### config.mk
export PLATFORM = sky130hd
export DESIGN_NAME = board_state
export DESIGN_NICKNAME = d
export VERILOG_FILES = /design/src/rtl/board_state.sv
export SDC_FILE = /design/constraint.sdc
export NUM_CORES = 1
export LEC_CHECK = 0
export CAP_MARGIN = 20
export CELL_PAD_IN_SITES_DETAIL_PLACEMENT = 1
export CELL_PAD_IN_SITES_GLOBAL_PLACEMENT = 2
export CORE_ASPECT_RATIO = 1.5
export CORE_UTILIZATION = 45
export CTS_BUF_LIST = sky130_fd_sc_hd__clkbuf_16
export DETAILED_ROUTE_END_ITERATION = 8
export PLACE_DENSITY_LB_ADDON = 0.15
export SETUP_SLACK_MARGIN = 0.15
export SYNTH_ARGS = -nofsm -noshare
export SYNTH_HDL_FRONTEND = slang
export SYNTH_SLANG_ARGS = --single-unit
### constraint.sdc
create_clock -name clk -period 7 [get_ports clk]
set_input_delay 0.7 -clock clk [delete_from_list [all_inputs] [get_ports clk]]
set_output_delay 0.7 -clock clk [all_outputs]
set_load 0.02 [all_outputs]
### src/rtl/board_state.sv
// board_state: live card board with paired fill, LFSR shuffle,
// registered read port with RGB332 palette and pair-removal service.
//
// Ports:
//   clk, rst_n             clock, async active-low reset
//   restart, seed          rebuild/reshuffle pulse and its seed (0 = default)
//   ready                  layout complete
//   rd_addr                read address
//   rd_color, rd_present   registered cell contents (0 if absent/invalid)
//   r, g, b                registered RGB332 palette colour of the cell
//   rm_req, rm_addr_a/b    pair-removal request
//   rm_ack, rm_match       removal response, one cycle after acceptance
//   remaining, board_clear cards left on the board, and board empty flag
module board_state #(
    parameter int          ROWS       = 6,
    parameter int          COLS       = 6,
    parameter int          ADDR_W     = 6,
    parameter int          NUM_COLORS = 8,
    parameter logic [15:0] LFSR_SEED  = 16'hACE1
) (
    input  logic              clk,
    input  logic              rst_n,
    input  logic              restart,
    input  logic [15:0]       seed,
    output logic              ready,
    input  logic [ADDR_W-1:0] rd_addr,
    output logic [3:0]        rd_color,
    output logic              rd_present,
    output logic [2:0]        r,
    output logic [2:0]        g,
    output logic [1:0]        b,
    input  logic              rm_req,
    input  logic [ADDR_W-1:0] rm_addr_a,
    input  logic [ADDR_W-1:0] rm_addr_b,
    output logic              rm_ack,
    output logic              rm_match,
    output logic [ADDR_W:0]   remaining,
    output logic              board_clear
);

    localparam int N = ROWS * COLS;
    localparam logic [ADDR_W:0]   N_W    = (ADDR_W + 1)'(N);
    localparam logic [ADDR_W-1:0] LAST   = ADDR_W'(N - 1);

    localparam logic [1:0] S_FILL  = 2'd0;
    localparam logic [1:0] S_SHUF  = 2'd1;
    localparam logic [1:0] S_READY = 2'd2;

    localparam logic [7:0] PAL [16] = '{
        8'h93, 8'hA8, 8'hC5, 8'hE0, 8'h61, 8'hD4, 8'h56, 8'hFC,
        8'h1C, 8'h03, 8'h8E, 8'h49, 8'hF3, 8'h2B, 8'hB6, 8'hFF
    };

    logic [1:0]        state;
    logic [ADDR_W-1:0] idx;
    logic [15:0]       lfsr;
    logic [3:0]        color [N];
    logic [N-1:0]      present;

    // Accepted request waits one cycle here before being evaluated,
    // so every request sees the state left by the one before it.
    logic              pend_v;
    logic [ADDR_W-1:0] pend_a;
    logic [ADDR_W-1:0] pend_b;

    logic [ADDR_W-1:0] j;
    logic              fb;
    logic              swap_ok;
    logic              accept;
    logic              match;
    logic              rd_ok;
    logic [3:0]        rd_c;
    logic [7:0]        pal;
    logic [3:0]        fill_col;

    assign j        = lfsr[ADDR_W-1:0];
    assign fb       = lfsr[15] ^ lfsr[13] ^ lfsr[12] ^ lfsr[10];
    assign swap_ok  = (state == S_SHUF) && (j <= idx);
    assign accept   = rm_req && ready && !restart;
    assign fill_col = 4'((32'(idx) >> 1) % NUM_COLORS);

    assign match = pend_v && (pend_a != pend_b)
                && ({1'b0, pend_a} < N_W) && ({1'b0, pend_b} < N_W)
                && present[pend_a] && present[pend_b]
                && (color[pend_a] == color[pend_b]);

    assign rd_ok = ready && ({1'b0, rd_addr} < N_W) && present[rd_addr];
    assign rd_c  = color[rd_addr];
    assign pal   = PAL[rd_c];

    assign board_clear = ready && (remaining == '0);

    // Cell storage: fully rewritten by FILL, so it needs no reset.
    always_ff @(posedge clk) begin
        if (!restart) begin
            if (state == S_FILL) begin
                color[idx]   <= fill_col;
                present[idx] <= 1'b1;
            end
            if (swap_ok) begin
                color[idx] <= color[j];
                color[j]   <= color[idx];
            end
            if (match) begin
                present[pend_a] <= 1'b0;
                present[pend_b] <= 1'b0;
            end
        end
    end

    always_ff @(posedge clk or negedge rst_n) begin
        if (!rst_n) begin
            state      <= S_FILL;
            idx        <= '0;
            lfsr       <= LFSR_SEED;
            ready      <= 1'b0;
            remaining  <= '0;
            rm_ack     <= 1'b0;
            rm_match   <= 1'b0;
            pend_v     <= 1'b0;
            pend_a     <= '0;
            pend_b     <= '0;
            rd_color   <= '0;
            rd_present <= 1'b0;
            r          <= '0;
            g          <= '0;
            b          <= '0;
        end else if (restart) begin
            state      <= S_FILL;
            idx        <= '0;
            lfsr       <= (seed != 16'd0) ? seed : LFSR_SEED;
            ready      <= 1'b0;
            remaining  <= '0;
            rm_ack     <= 1'b0;
            rm_match   <= 1'b0;
            pend_v     <= 1'b0;
            rd_color   <= '0;
            rd_present <= 1'b0;
            r          <= '0;
            g          <= '0;
            b          <= '0;
        end else begin
            rd_color   <= rd_ok ? rd_c : 4'd0;
            rd_present <= rd_ok;
            r          <= rd_ok ? pal[7:5] : 3'd0;
            g          <= rd_ok ? pal[4:2] : 3'd0;
            b          <= rd_ok ? pal[1:0] : 2'd0;

            rm_ack   <= pend_v;
            rm_match <= match;
            pend_v   <= accept;
            pend_a   <= rm_addr_a;
            pend_b   <= rm_addr_b;
            if (match) begin
                remaining <= remaining - (ADDR_W + 1)'(2);
            end

            unique case (state)
                S_FILL: begin
                    if (idx == LAST) begin
                        state <= S_SHUF;
                    end else begin
                        idx <= idx + 1'b1;
                    end
                end
                S_SHUF: begin
                    lfsr <= {lfsr[14:0], fb};
                    if (j <= idx) begin
                        if (idx == ADDR_W'(1)) begin
                            state     <= S_READY;
                            ready     <= 1'b1;
                            remaining <= N_W;
                        end else begin
                            idx <= idx - 1'b1;
                        end
                    end
                end
                S_READY: begin
                end
                default: begin
                    state <= S_FILL;
                end
            endcase
        end
    end

endmodule

# Yosys cells after proc, flatten, opt, wreduce, memory -nomap -nowiden
# Memories as Yosys holds them, arrays and structs flattened.
# Cells that the tools add are included.
[op_classes]
addsub = 3
magnitude_cmp = 12
n_eq_ne = 12
n_mux = 58
bitwise = 10
n_reduce_logical = 26
[op_table]
columns = ["operator", "count"]
rows = [
  ["36-bit 2-to-1 mux", 3],
  ["36-bit bitwise AND", 2],
  ["36-bit NOT", 2],
  ["16-bit 2-to-1 mux", 3],
  ["36-bit bitwise OR", 1],
  ["7-bit 2-to-1 mux", 5],
  ["6-bit by 7-bit < comparator with 1-bit output (second input constant)", 4],
  ["6-bit 2-to-1 mux", 4],
  ["1-bit 2-to-1 mux", 20],
  ["1-bit binary-select mux with 6-bit select", 3],
  ["1-bit demux with 6-bit select", 3],
  ["6-bit by 1-bit greater-or-equal comparator with 1-bit output (second input constant)", 3],
  ["6-bit < comparator (second input constant)", 3],
  ["8-bit 2-to-1 mux", 2],
  ["16-bit nonzero test", 1],
  ["1-bit logical AND", 15],
  ["2-bit 2-to-1 mux", 6],
  ["3-bit 2-to-1 mux", 4],
  ["4-bit 2-to-1 mux", 3],
  ["6-bit case mux with 2 select lines", 1],
  ["3-bit by 2-bit != test with 1-bit output (second input constant)", 3],
  ["4-bit AND reduction", 2],
  ["7-bit logical NOT", 1],
  ["7-bit by 2-bit subtractor with 7-bit output (second input constant)", 1],
  ["21 further kinds", 26],
]
[totals]
register_bits = 96
mem_bits_rw = 144
mem_bits_ro = 128
input_bits = 38
output_inout_bits = 24
elab_cells = 139
n_memories = 2
[memory_table]
columns = ["memory", "depth", "word_bits", "read_ports", "rd_clocked_by_memory_dff", "write_ports", "line_no", "rtl"]
rows = [
  ["color", 36, 4, 5, 0, 2, "57", "logic [3:0] color [N];"],
  ["(no name shown)", 16, 8, 1, 0, 0, "89", "assign pal = PAL[rd_c];"],
]

# Longest topological paths before layout
[depth]
ltp_word = 12
ltp_mapped = 15

# Worst setup path before layout
# OpenSTA, ideal clock, no wires.
[synth_path]
path_type = "input to register"
start = "input port rd_addr[0]"
end = "register b[0]"
t_arrival_ns = 3.740
path_slack_ns = 3.188
path_stages = 13
cell_sequence = "buf_2 -> buf_2 -> mux4_2 -> mux4_2 -> mux2i_1 -> nor2_1 -> a21oi_1 -> inv_1 -> ha_1 -> or2_2 -> a21oi_1 -> a31oi_1 -> nor2_1"
[synth_via]
elab_chain_cells = 7
word_cells_on_any_way = 12
classes_between = "1 x order compare; 6 x mux; 1 x bitwise; 2 x reduce/logical; 2 x memory"
[synth_lines]
columns = ["element", "line_no", "rtl"]
rows = [
  ["from (decl)", "26", "input logic [ADDR_W-1:0] rd_addr,"],
  ["memory read 36 x 4 bit", "n/a", ""],
  ["4-bit NOT with 5-bit output (not written as such)", "89", ""],
  ["memory read 16 x 8 bit", "n/a", ""],
  ["8-bit 2-to-1 mux (not written as such) (2 in series)", "89", ""],
  ["2-bit 2-to-1 mux (*)", "147", "b <= rd_ok ? pal[1:0] : 2'd0;"],
  ["2-bit 2-to-1 mux (*)", "128", "end else if (restart) begin"],
  ["to (signal assigned)", "147", ""],
  ["to (decl)", "31", "output logic [1:0] b,"],
]
# Every way passes the cells marked *; elsewhere a longest branch is shown, timed or not. The select of a mux whose other input is x is not followed.
# A chain may end at the register's enable or synchronous reset.

==> metrics.cfg <==
[clock_tree]
path_clk_slew_ns=0.06
post_cts_buffers=0
htreeDepth=1
cts-root-buf=clkbuf_16
numCtsBuffers=27
clkLatencyLatePin_ns=0.59
cts_resized=0
cts_tree=done
holdBufCountCts=0
clock_path_buffers=3
cts_sinks=239

[worst_hold_path]
hp-class=input pin to async pin

[synthesis]
synth.most_common_cell=a21oi_1
synth_area_per_cell_um2=10.2
synth_fp_nets=1893
synthArstFlopShare_pct=24.7
synth.cell_area_um2=18800
ys_ff_latch=239
synth_cell_types=87
yosys.area.top_type=edfxtp_1
seq_area_frac_synth_pct=36.6
syn-instance-count=1838
yosysTopAreaCellShare_pct=28.7
ys_top_cells_by_count=a21oi_1 (207), edfxtp_1 (180), nor2_1 (173)
synth.top_cells.by_area=edfxtp_1 (29%), mux4_2 (15%), mux2i_1 (7.1%), dfrtp_1 (6.8%), a21oi_1 (5.5%)
synth_enable_flop_cells=180
yosysWarnings=0
ys.flop_type=edfxtp_1

[grt]
grt_pass1_vias=17600
grt_max_degree=60
grt-ovfl-total=0
grt_use_total_pct=40.0
grt_pass1_wl_mm=123
antenna_found_initial=0

[sta]
skew_ns=0.0210
slew_violations=0
worst_pin_slew_ns=1.22
finalSetupViolCount=0
rsz0062_at_grt=false
relSlewSlack_pct=18.2
finalHoldViolCount=0
tns_ns=0
fmax_mhz=202
final.min_clock_period_ns=4.95
fin_crit_sh_pct=70.7

[worst_setup_path]
r2r_setup_slack_ns=2.05
crit_type=flip-flop to flip-flop
critical_path.max_fanout=46
worst-endpoint-required_ns=7.22
rr_startpoint=idx[1]$_DFFE_PN0P_
critPathArrivalTime_ns=5.17
timing.rr.end=color[17][2]$_DFFE_PP_
r2r_cells=11
endpoint_kind=flip-flop
startpoint_type=flip-flop

[cells_and_area]
num_antenna_cells=0
drive_gt1_share_pct=17.5
layoutNonFillerInstCount=2400
nNetsFinal=1876
fillers=4532
syn2layout_area_growth_pct=9.68

[power_and_ir_drop]
leakage_nw=7.09
cellPowerDensity_nw_per_um2=197
ir_worst_vdd_mv=0.203

[place]
portBuffers=60
place_congestion=1.02
dp_cells=2340
hpwl_mm=62.3

[die]
die_h_um=253
dieWidth_um=169
start_util_pct=45.7
dieArea_um2=42700
ios=62
core_area_um2=41200
placementRows=91

[routing]
wl_mm=85.2
firstDrtPassIters=5
wl_per_cell_um=35.5
dr_total_vias=17500
ant_nets=0
drt-initial-drc-count=2093
vias_per_cell=7.28
drc_errors=0

[job]
cap_viol_max_count=0

[outcome]
status=finished clean

[worst max-delay path by stage]
stage | from | to | slack, ns | cells after the start
3_3_place_gp | idx[1]$_DFFE_PN0P_ | color[20][1]$_DFFE_PP_ | 2.25 | 12
5_1_grt | idx[1]$_DFFE_PN0P_ | color[23][2]$_DFFE_PP_ | 1.76 | 12
3_5_place_dp | rd_addr[0] | g[2]$_DFF_PN0_ | 2.23 | 11
4_1_cts | idx[1]$_DFFE_PN0P_ | color[17][2]$_DFFE_PP_ | 2.19 | 11
6_report | idx[1]$_DFFE_PN0P_ | color[17][2]$_DFFE_PP_ | 2.05 | 11
2_1_floorplan | rd_addr[0] | b[0]$_DFF_PN0_ | 3.19 | 13
[state kept, by name, summed over array words and instances, names as in the netlist]
name,flops
b,2
color,144
g,3
idx,6
lfsr,16
pend_a,6
pend_b,6
pend_v,1
present,36
r,3
rd_color,4
rd_present,1
ready,1
remaining,6
rm_ack,1
rm_match,1
state,2
[area by class of cell]
cell class	count	area (µm²)	area share, %
clock buffers	27	676	3.27
multi-input cells	1401	11100	53.6
repair buffers	118	1020	4.92
well taps	558	698	3.38
clock inverters	23	159	0.769
inverters	34	128	0.618
flip-flops and latches	239	6900	33.4
[cells by family after synthesis]
group	after synthesis	share of synthesized area, %
buffers and inverters	198	5.09
AND/OR/NAND/NOR	506	13.2
multiplexers	296	24.1
adder cells (fa/ha/maj)	17	1.13
flip-flops	239	36.6
XOR/XNOR	13	0.604
other	1	0.0199
AO/OA/AOI/OAI	568	19.2
[layer usage]
metal  vias up  routed length [µm]  share of wire (%)  GRT usage [%]
met1      8864               30100                 35           46.8
met4         0                7710                9.1           30.7
met2      1084               40400                 47           65.2
li1       7188                   -                  -              -
met3       347                7030                8.3           6.98
met5         -                   0                  0              0
[metrics by stage]
stage          setup slack, ns  cell area [µm²]  power (mW)  hold WS (ns)  util (%)
2_1_floorplan             3.19            18800        2.32         0.404         -
3_3_place_gp              2.25            19700        2.66         0.475      47.9
3_5_place_dp              2.23            19800        2.68         0.486      47.9
4_1_cts                   2.19            20600        4.06         0.309      49.9
5_1_grt                   1.76            20700        4.19         0.332      50.1
6_report                  2.05            20700        4.08         0.271      50.1
[worst max-delay path, cell delays in order, from the launching register on]
cell and delay [ns]:
dfrtp_1 0.32, buf_4 0.47, inv_2 0.29, ha_1 0.37, nor2b_1 0.13, o21a_1 0.16
o21a_1 0.16, o21a_1 0.18, o211ai_1 0.26, nand4b_1 0.81, nor3_1 1.03, o21bai_1 0.35
[report_power, final]
part	internal [mW]	total (mW)	switching (mW)
Sequential	1.57	1.67	0.101
Combinational	0.374	1.01	0.638
Clock	0.771	1.40	0.628
Total	2.71	4.08	1.37
[layout by cell type (no fill, tap or decap), drive strengths merged, types with 49 or more instances in the layout]
| master | Yosys | routed |
|---|---|---|
| o21ai | 82 | 82 |
| clkdlybuf4s50 | 0 | 56 |
| buf | 100 | 54 |
| dfrtp | 51 | 51 |
| a21oi | 211 | 211 |
| mux2i | 133 | 133 |
| nand2 | 111 | 111 |
| edfxtp | 180 | 180 |
| nand3 | 49 | 49 |
| mux4 | 122 | 122 |
| nor2 | 174 | 174 |
| o22ai | 61 | 61 |
(Power assumes the default switching activity.)
